===== config.mk =====
export PLATFORM = sky130hd
export DESIGN_NAME = vliw_fetch_queue
export DESIGN_NICKNAME = d
export VERILOG_FILES = /design/src/rtl/sync_fifo.sv /design/src/rtl/vliw_fetch_queue.sv
export SDC_FILE = /design/constraint.sdc
export NUM_CORES = 2
export LEC_CHECK = 0
export ABC_AREA = 1
export CORE_MARGIN = 5
export CORE_UTILIZATION = 35
export DETAILED_ROUTE_END_ITERATION = 6
export PLACE_DENSITY = 0.64
export SETUP_SLACK_MARGIN = 0.2
export SYNTH_ARGS = -nofsm -noshare
export SYNTH_HDL_FRONTEND = slang
export SYNTH_SLANG_ARGS = --single-unit

===== constraint.sdc =====
create_clock -name clk -period 2.6 [get_ports clk]
set_input_delay 0.26 -clock clk [delete_from_list [all_inputs] [get_ports clk]]
set_output_delay 0.26 -clock clk [all_outputs]
set_load 0.02 [all_outputs]

===== src/rtl/sync_fifo.sv =====
// Single-clock FIFO with flush; the head entry is read straight from storage.
// Storage is cleared on reset so the head reads as zero until the first push.
module sync_fifo #(
    parameter  int WIDTH = 8,
    parameter  int DEPTH = 4,
    localparam int PTR_W = $clog2(DEPTH),
    localparam int CNT_W = PTR_W + 1
) (
    input  logic             clk,
    input  logic             rst,
    input  logic             push,
    input  logic [WIDTH-1:0] push_data,
    input  logic             pop,
    input  logic             flush,
    output logic [CNT_W-1:0] count,
    output logic [WIDTH-1:0] head_data
);

    logic [WIDTH-1:0] mem_q [DEPTH];
    logic [WIDTH-1:0] mem_d [DEPTH];
    logic [PTR_W-1:0] wr_ptr_q, wr_ptr_d;
    logic [PTR_W-1:0] rd_ptr_q, rd_ptr_d;
    logic [CNT_W-1:0] count_q, count_d;
    logic             push_ok_s;
    logic             pop_ok_s;

    assign pop_ok_s  = pop && (count_q != CNT_W'(0));
    assign push_ok_s = push && (count_q != CNT_W'(DEPTH));

    // Next-state for storage, pointers and count; flush discards everything.
    always_comb begin
        mem_d    = mem_q;
        wr_ptr_d = wr_ptr_q;
        rd_ptr_d = rd_ptr_q;
        count_d  = count_q;
        if (flush) begin
            wr_ptr_d = PTR_W'(0);
            rd_ptr_d = PTR_W'(0);
            count_d  = CNT_W'(0);
        end else begin
            if (push_ok_s) begin
                mem_d[wr_ptr_q] = push_data;
                wr_ptr_d        = wr_ptr_q + PTR_W'(1);
            end else begin
                wr_ptr_d = wr_ptr_q;
            end
            if (pop_ok_s) begin
                rd_ptr_d = rd_ptr_q + PTR_W'(1);
            end else begin
                rd_ptr_d = rd_ptr_q;
            end
            case ({push_ok_s, pop_ok_s})
                2'b10:   count_d = count_q + CNT_W'(1);
                2'b01:   count_d = count_q - CNT_W'(1);
                default: count_d = count_q;
            endcase
        end
    end

    // State registers.
    always_ff @(posedge clk) begin
        if (rst) begin
            mem_q    <= '{default: '0};
            wr_ptr_q <= PTR_W'(0);
            rd_ptr_q <= PTR_W'(0);
            count_q  <= CNT_W'(0);
        end else begin
            mem_q    <= mem_d;
            wr_ptr_q <= wr_ptr_d;
            rd_ptr_q <= rd_ptr_d;
            count_q  <= count_d;
        end
    end

    assign count     = count_q;
    assign head_data = mem_q[rd_ptr_q];

endmodule


===== src/rtl/vliw_fetch_queue.sv =====
// Fetch stage: sequential bundle PC, synchronous imem reads with credit-based
// issue, and a bundle FIFO toward dispatch with redirect flush.
module vliw_fetch_queue #(
    parameter  int SLOT_W    = 32,
    parameter  int NUM_SLOTS = 6,
    parameter  int ADDR_W    = 8,
    parameter  int DEPTH     = 4,
    parameter  int RESET_PC  = 0,
    localparam int BUNDLE_W  = SLOT_W * NUM_SLOTS,
    localparam int CNT_W     = $clog2(DEPTH) + 1
) (
    input  logic                clk,
    input  logic                rst,
    output logic                imem_en,
    output logic [ADDR_W-1:0]   imem_addr,
    input  logic [BUNDLE_W-1:0] imem_rdata,
    input  logic                redirect_valid,
    input  logic [ADDR_W-1:0]   redirect_pc,
    output logic                out_valid,
    input  logic                out_ready,
    output logic [BUNDLE_W-1:0] out_bundle,
    output logic [ADDR_W-1:0]   out_pc,
    output logic [CNT_W-1:0]    occupancy
);

    localparam int ENTRY_W = BUNDLE_W + ADDR_W;

    logic [ADDR_W-1:0]  pc_q, pc_d;
    logic               pending_q, pending_d;
    logic [ADDR_W-1:0]  pending_pc_q, pending_pc_d;
    logic               pop_s;
    logic               push_s;
    logic               issue_s;
    logic [CNT_W:0]     credit_s;
    logic [ENTRY_W-1:0] head_s;

    assign pop_s  = out_valid && out_ready;
    assign push_s = pending_q && !redirect_valid;

    // Entries held or already promised to the FIFO after this cycle's pop.
    assign credit_s = {1'b0, occupancy} + (CNT_W+1)'(pending_q) - (CNT_W+1)'(pop_s);
    assign issue_s  = !rst && !redirect_valid && (credit_s < (CNT_W+1)'(DEPTH));

    // PC and outstanding-read tracking; a redirect drops any in-flight read.
    always_comb begin
        pc_d         = pc_q;
        pending_d    = issue_s;
        pending_pc_d = pending_pc_q;
        if (redirect_valid) begin
            pc_d = redirect_pc;
        end else if (issue_s) begin
            pc_d = pc_q + ADDR_W'(1);
        end else begin
            pc_d = pc_q;
        end
        if (issue_s) begin
            pending_pc_d = pc_q;
        end else begin
            pending_pc_d = pending_pc_q;
        end
    end

    // Fetch state registers.
    always_ff @(posedge clk) begin
        if (rst) begin
            pc_q         <= ADDR_W'(RESET_PC);
            pending_q    <= 1'b0;
            pending_pc_q <= ADDR_W'(0);
        end else begin
            pc_q         <= pc_d;
            pending_q    <= pending_d;
            pending_pc_q <= pending_pc_d;
        end
    end

    sync_fifo #(
        .WIDTH (ENTRY_W),
        .DEPTH (DEPTH)
    ) u_fifo (
        .clk       (clk),
        .rst       (rst),
        .push      (push_s),
        .push_data ({imem_rdata, pending_pc_q}),
        .pop       (pop_s),
        .flush     (redirect_valid),
        .count     (occupancy),
        .head_data (head_s)
    );

    assign imem_en    = issue_s;
    assign imem_addr  = pc_q;
    assign out_valid  = (occupancy != CNT_W'(0));
    assign out_bundle = head_s[ENTRY_W-1:ADDR_W];
    assign out_pc     = head_s[ADDR_W-1:0];

endmodule

Word-level counts from Yosys, hierarchy flattened
Cells that the tools add are included.
W data, S select, Z words.
{"block": "classes", "addsub": 7, "magnitude_cmp": 4, "eq_ne": 3, "muxes": 9, "bitwise": 3, "reduce_logical": 14}
{"op": "$bwmux W800", "n": 1}
{"op": "$mux W200", "n": 3}
{"op": "$bmux W200 S2", "n": 1}
{"op": "$demux W200 S2", "n": 1}
{"op": "$mux W8", "n": 2}
{"op": "$add A8 B1 Y8 const B", "n": 1}
{"op": "$logic_and A1 B1 Y1", "n": 7}
{"op": "$ge A3 B3 Y1 const B", "n": 2}
{"op": "$not A2 Y3", "n": 2}
{"op": "$pmux W3 S2", "n": 1}
{"op": "$add A2 B1 Y2 const B", "n": 2}
{"op": "$add A3 B1 Y4", "n": 1}
{"op": "$lt A4 B3 Y1 const B", "n": 1}
{"op": "$reduce_bool A2 Y1", "n": 2}
{"op": "$sub A4 B1 Y4", "n": 1}
{"op": "$add A3 B1 Y3 const B", "n": 1}
{"op": "$lt A3 B1 Y1 const B", "n": 1}
{"op": "$ne A3 B3 Y1 const B", "n": 1}
{"op": "$reduce_bool A3 Y1", "n": 1}
{"op": "$sub A3 B1 Y3 const B", "n": 1}
{"op": "$eq A2 B1 Y1 const B", "n": 1}
{"op": "$eq A2 B2 Y1 const B", "n": 1}
{"op": "$logic_not A1 Y1", "n": 2}
{"op": "$reduce_and A2 Y1", "n": 1}
{"op": "2 further kinds", "n": 2}
{"block": "word_totals", "ff_bits": 824, "in_bits": 204, "word_cells": 50}

Logic depth before layout (Yosys ltp)
{"block": "logic_depth", "ltp_word": 7, "depth_mapped": 14, "ltp_nobuf": 14}

Cells and area by module
Synthesis repeated with hierarchy kept, for this count alone.
{"block": "hier_totals", "cells_unflattened": 6394, "hier_area_um2": 41183.2}
{"module": "sync_fifo", "n_inst": 1, "cells_each": 6255, "area_each_um2": 40204.8}
{"module": "vliw_fetch_queue", "n_inst": 1, "cells_each": 139, "area_each_um2": 978.4}

Least setup slack after synthesis
No wires, ideal clock.
{"block": "synth_path", "path_type": "reg2reg", "startpoint": "reg u_fifo.count_q[2] (netlist: u_fifo.count[2])", "endpoint": "reg pending_pc_q[0]", "setup_ps": 132, "arrival_ps": 2332, "required_ps": 2468, "setup_slack_ps": 136, "stages_incl_launch_ff": 15, "path_buffers": 0, "synth_period_minus_slack_ps": 2464, "path_cell_list": "dfxtp_1 > inv_1 > nand3_1 > and2_1 > ha_1 > inv_1 > ha_1 > nand3_1 > nand2_1 > inv_1 > nand2_1 > nand3_2 > clkinv_1 > nand2_1 > a21oi_1"}
{"block": "synth_between", "elab_chain_len": 5, "elab_cells_between_ends": 6, "cone_classes": "add/sub (2); order compare (1); reduce/logical (3)"}
{"item": "start: declaration", "line_no": "sync_fifo.sv:23", "text": "logic [CNT_W-1:0] count_q, count_d;"}
{"item": "start signal: assignment", "line_no": "sync_fifo.sv:71", "text": "count_q <= count_d;"}
{"item": "$reduce_bool A3 Y1", "line_no": "vliw_fetch_queue.sv:92", "text": "assign out_valid = (occupancy != CNT_W'(0));"}
{"item": "named net out_valid", "line_no": "vliw_fetch_queue.sv:19", "text": "output logic out_valid,"}
{"item": "$logic_and A1 B1 Y1", "line_no": "vliw_fetch_queue.sv:37", "text": "assign pop_s = out_valid && out_ready;"}
{"item": "$sub A4 B1 Y4", "line_no": "vliw_fetch_queue.sv:41", "text": "assign credit_s = {1'b0, occupancy} + (CNT_W+1)'(pending_q) - (CNT_W+1)'(pop_s);"}
{"item": "$lt A4 B3 Y1", "line_no": "vliw_fetch_queue.sv:42", "text": "assign issue_s = !rst && !redirect_valid && (credit_s < (CNT_W+1)'(DEPTH));"}
{"item": "$logic_and A1 B1 Y1", "line_no": "vliw_fetch_queue.sv:42"}
{"item": "named net imem_en", "line_no": "vliw_fetch_queue.sv:14", "text": "output logic imem_en,"}
{"item": "end signal: assignment", "line_no": "vliw_fetch_queue.sv:72", "text": "pending_pc_q <= pending_pc_d;"}
{"item": "end: declaration", "line_no": "vliw_fetch_queue.sv:30", "text": "logic [ADDR_W-1:0] pending_pc_q, pending_pc_d;"}
The timed path passes the listed nets, and every way through them passes these cells.
A chain may end at the register's enable or synchronous reset.

Worst setup path in the final report
{"block": "layout_path", "startpoint": "reg u_fifo.rd_ptr_q[0]", "endpoint": "out out_bundle[10]"}
{"block": "layout_between", "elab_chain_len": 4}
{"item": "start: declaration", "line_no": "sync_fifo.sv:22", "text": "logic [PTR_W-1:0] rd_ptr_q, rd_ptr_d;"}
{"item": "start signal: assignment", "line_no": "sync_fifo.sv:70", "text": "rd_ptr_q <= rd_ptr_d;"}
{"item": "$not A2 Y3 (not written as such)", "line_no": "sync_fifo.sv:76", "text": "assign head_data = mem_q[rd_ptr_q];"}
{"item": "$bmux W200 S2", "line_no": "sync_fifo.sv:76"}
{"item": "$mux W200 (not written as such) (2 in series)", "line_no": "sync_fifo.sv:76"}
{"item": "end: declaration", "line_no": "vliw_fetch_queue.sv:21", "text": "output logic [BUNDLE_W-1:0] out_bundle,"}
Every way passes these cells. The select of a mux whose other input is x is not followed.

==> impl_metrics.ini <==
[run_status]
status = finished with violations
violations = negative setup slack

[sta]
timing.fmax_mhz = 381.2
rsz0062_at_grt = true
fin_tns_setup_ps = -42.14
worstMarginPinSlew_ps = 1030
finalCritPeriodShare_pct = 100.9
period_needed_ps = 2623
slew-limit-headroom_pct = 31.32
setup_viol = 2
finClkSkew_ps = 16.81
final_max_slew_viol_count = 0
hold_viol = 0
fin_ws_ps = -23.07

[placement]
dpl.hpwl_um = 69930
io_buffers = 416
place.gp.congestion = 0.7904
dpl_cell_area_um2 = 40770

[critical_path]
crit_buf_inv = 9
end_kind = output port
cp_common_cell = buf_12
ff2ff_setup_slack_ps = 340
crit_family = buffers and inverters
worstPathArrival_ps = 2360
crit_chain = buf_12 > inv_16 > buf_16 > buf_12 > buf_12 > buf_16 > buf_8 > buf_6 > o21ai_4 > o22ai_4 > buf_6
startpoint_type = flop
cp_max_fo = 7
path_class = reg2out
cp_slowest_stage_delay_ps = 370
cp.required_ps = 2340
cpMaxStageDelayCell = dfxtp_4

[routing]
wirelength_um = 142400
ant_nets = 0
wl_per_cell_um = 21.45
vias = 37888
via_per_inst = 5.709
drt_iter0_markers = 4706
firstDrtPassIters = 5
drc = 0

[logic_synthesis]
synth.top_cell.area_share_pct = 46.16
syn_inst = 4870
synth_edf_count = 0
yosysTopAreaCell = dfxtp_1
synth_ff_type = dfxtp_1
synth-seq-area-share_pct = 46.16
yosys-top-cells-area = dfxtp_1 (46%), a21oi_1 (12%), nand3_1 (11%), nand2_1 (9.0%), o21ai_0 (5.7%)
synth-seq-cells = 824
syn_area_um2 = 35730
synth.distinct_cells = 29
avgSynthCellArea_um2 = 7.338
synthArstFlopShare_pct = 0
ys_warn_count = 0
synth_nets = 5084

[floorplanning]
die-height_um = 329.5
core_um2 = 101600
die_area_um2 = 108600
initial_core_util_pct = 35.17
rows = 117
io_pins = 417
dieWidth_um = 329.5

[power]
ir_drop_uv = 533.3
p_leak_nw = 17.31
total_power_mw = 27.93
power.density_nw_per_um2 = 572.1

[grt]
antenna_found_initial = 4
grt_pass1_vias = 33953
grt_start_max_net_pins = 184
grt_pass1_wl_um = 203600
overflow = 0
track_usage_pct = 23.35

[clocking]
cts_buffers = 90
cts_tree = yes
clock_latency_ps = 650
clock_tree.buffer_depth = 3
path_clk_slew_ps = 60
h-tree-depth = 3
clockRootBuffer = clkbuf_16
cts_num_sinks = 824

[cells_and_area]
final_nets = 5412
layout_common_cells = nand2_1 (849), a21oi_1 (823), dfxtp_1 (819)
multi_input_area_um2 = 18290
drive_gt1_share_pct = 17.93
nFillCells = 9666
seq_area_um2 = 16510
area_delta_synth_final_pct = 36.61
postLayoutCellArea_um2 = 48820
final_common_cell = nand2_1

[flow_run]
cap_violations = 0

[min_path]
min_path_type = in2reg
## registers in the layout, indices dropped and copies added, names as in the netlist
register	cells
u_fifo.mem_q	800
imem_addr	8
u_fifo.rd_ptr_q	2
pending_q	1
pending_pc_q	8
u_fifo.count	3
u_fifo.wr_ptr_q	2
## layer usage
layer	up-vias	part of all wire, %	global-route usage [%]
met2	1860	49	39.05
met3	229	7.6	3.322
met1	18360	41	31.40
li1	17439	-	-
met5	-	0	0
met4	0	2.7	6.996
## timing repair
action	in CTS	in global routing
resized for setup	1273	508
hold endpoints to repair	28	0
hold buffers	1	0
endpoints found under the setup margin	201	194
cloned	36	36
buffers inserted	56	53
pin swaps	75	145
## power by group
part	switching (mW)	total [mW]	leakage (nW)	internal [mW]
Clock	5.33	12.7	1.41	7.35
Combinational	1.48	2.39	9.25	0.911
Sequential	0.0978	12.9	6.65	12.8
## per-stage QoR
stage	std cells	hold WS [ps]	utilization (%)	setup slack, ps
floorplan	4870	424.4	-	259.5
global placement	6292	444.0	40.13	-59.82
detailed placement	6292	447.8	40.13	26.47
CTS	6545	218.9	45.18	-226.4
global route	6636	257.2	48.05	-97.74
finish	6637	283.0	48.05	-23.07
## cell usage after synthesis, drive strengths merged, types with 2 or more instances
master / count
nand2: 856
dfxtp: 824
a21oi: 823
nand3: 819
o21ai: 410
nor2: 406
clkbuf: 256
buf: 237
o22ai: 200
inv: 18
ha: 9
xor2: 3
nor3: 2
o21bai: 2
## worst paths after layout
path | to | start | cells after the start
max reg2reg | u_fifo.mem_q[34] | u_fifo.count[0] | 10
min | u_fifo.mem_q[328] | imem_rdata[120] | 3
max | out_bundle[10] | u_fifo.rd_ptr_q[0] | 11
min reg2reg | u_fifo.mem_q[352] | u_fifo.mem_q[352] | 2
## logic make-up after synthesis
logic type | share of synthesized area [%]
AND/OR/NAND/NOR | 24.89
AO/OA/AOI/OAI | 20.81
flip-flops | 46.16
buffers and inverters | 7.661
adder cells (fa/ha/maj) | 0.3712
XOR/XNOR | 0.09806
## cell type report
class / instances / share of cell area [%]
repair buffers: 728 / 19.03
well taps: 1368 / 3.506
repair inverters: 1 / 0.02307
clock buffers: 136 / 5.380
inverters: 19 / 0.2512
clock inverters: 24 / 0.4998
diodes: 3 / 0.01538
flip-flops and latches: 824 / 33.82
multi-input cells: 3534 / 37.48
## worst reg2reg max path: cells and delay by family (launching register included)
kind,cells,cell delay [ps]
compound gates,1,190
buf+inv,5,1240
flops,1,350
simple gates,4,420
Note: power is estimated with default switching activity, not from simulation.
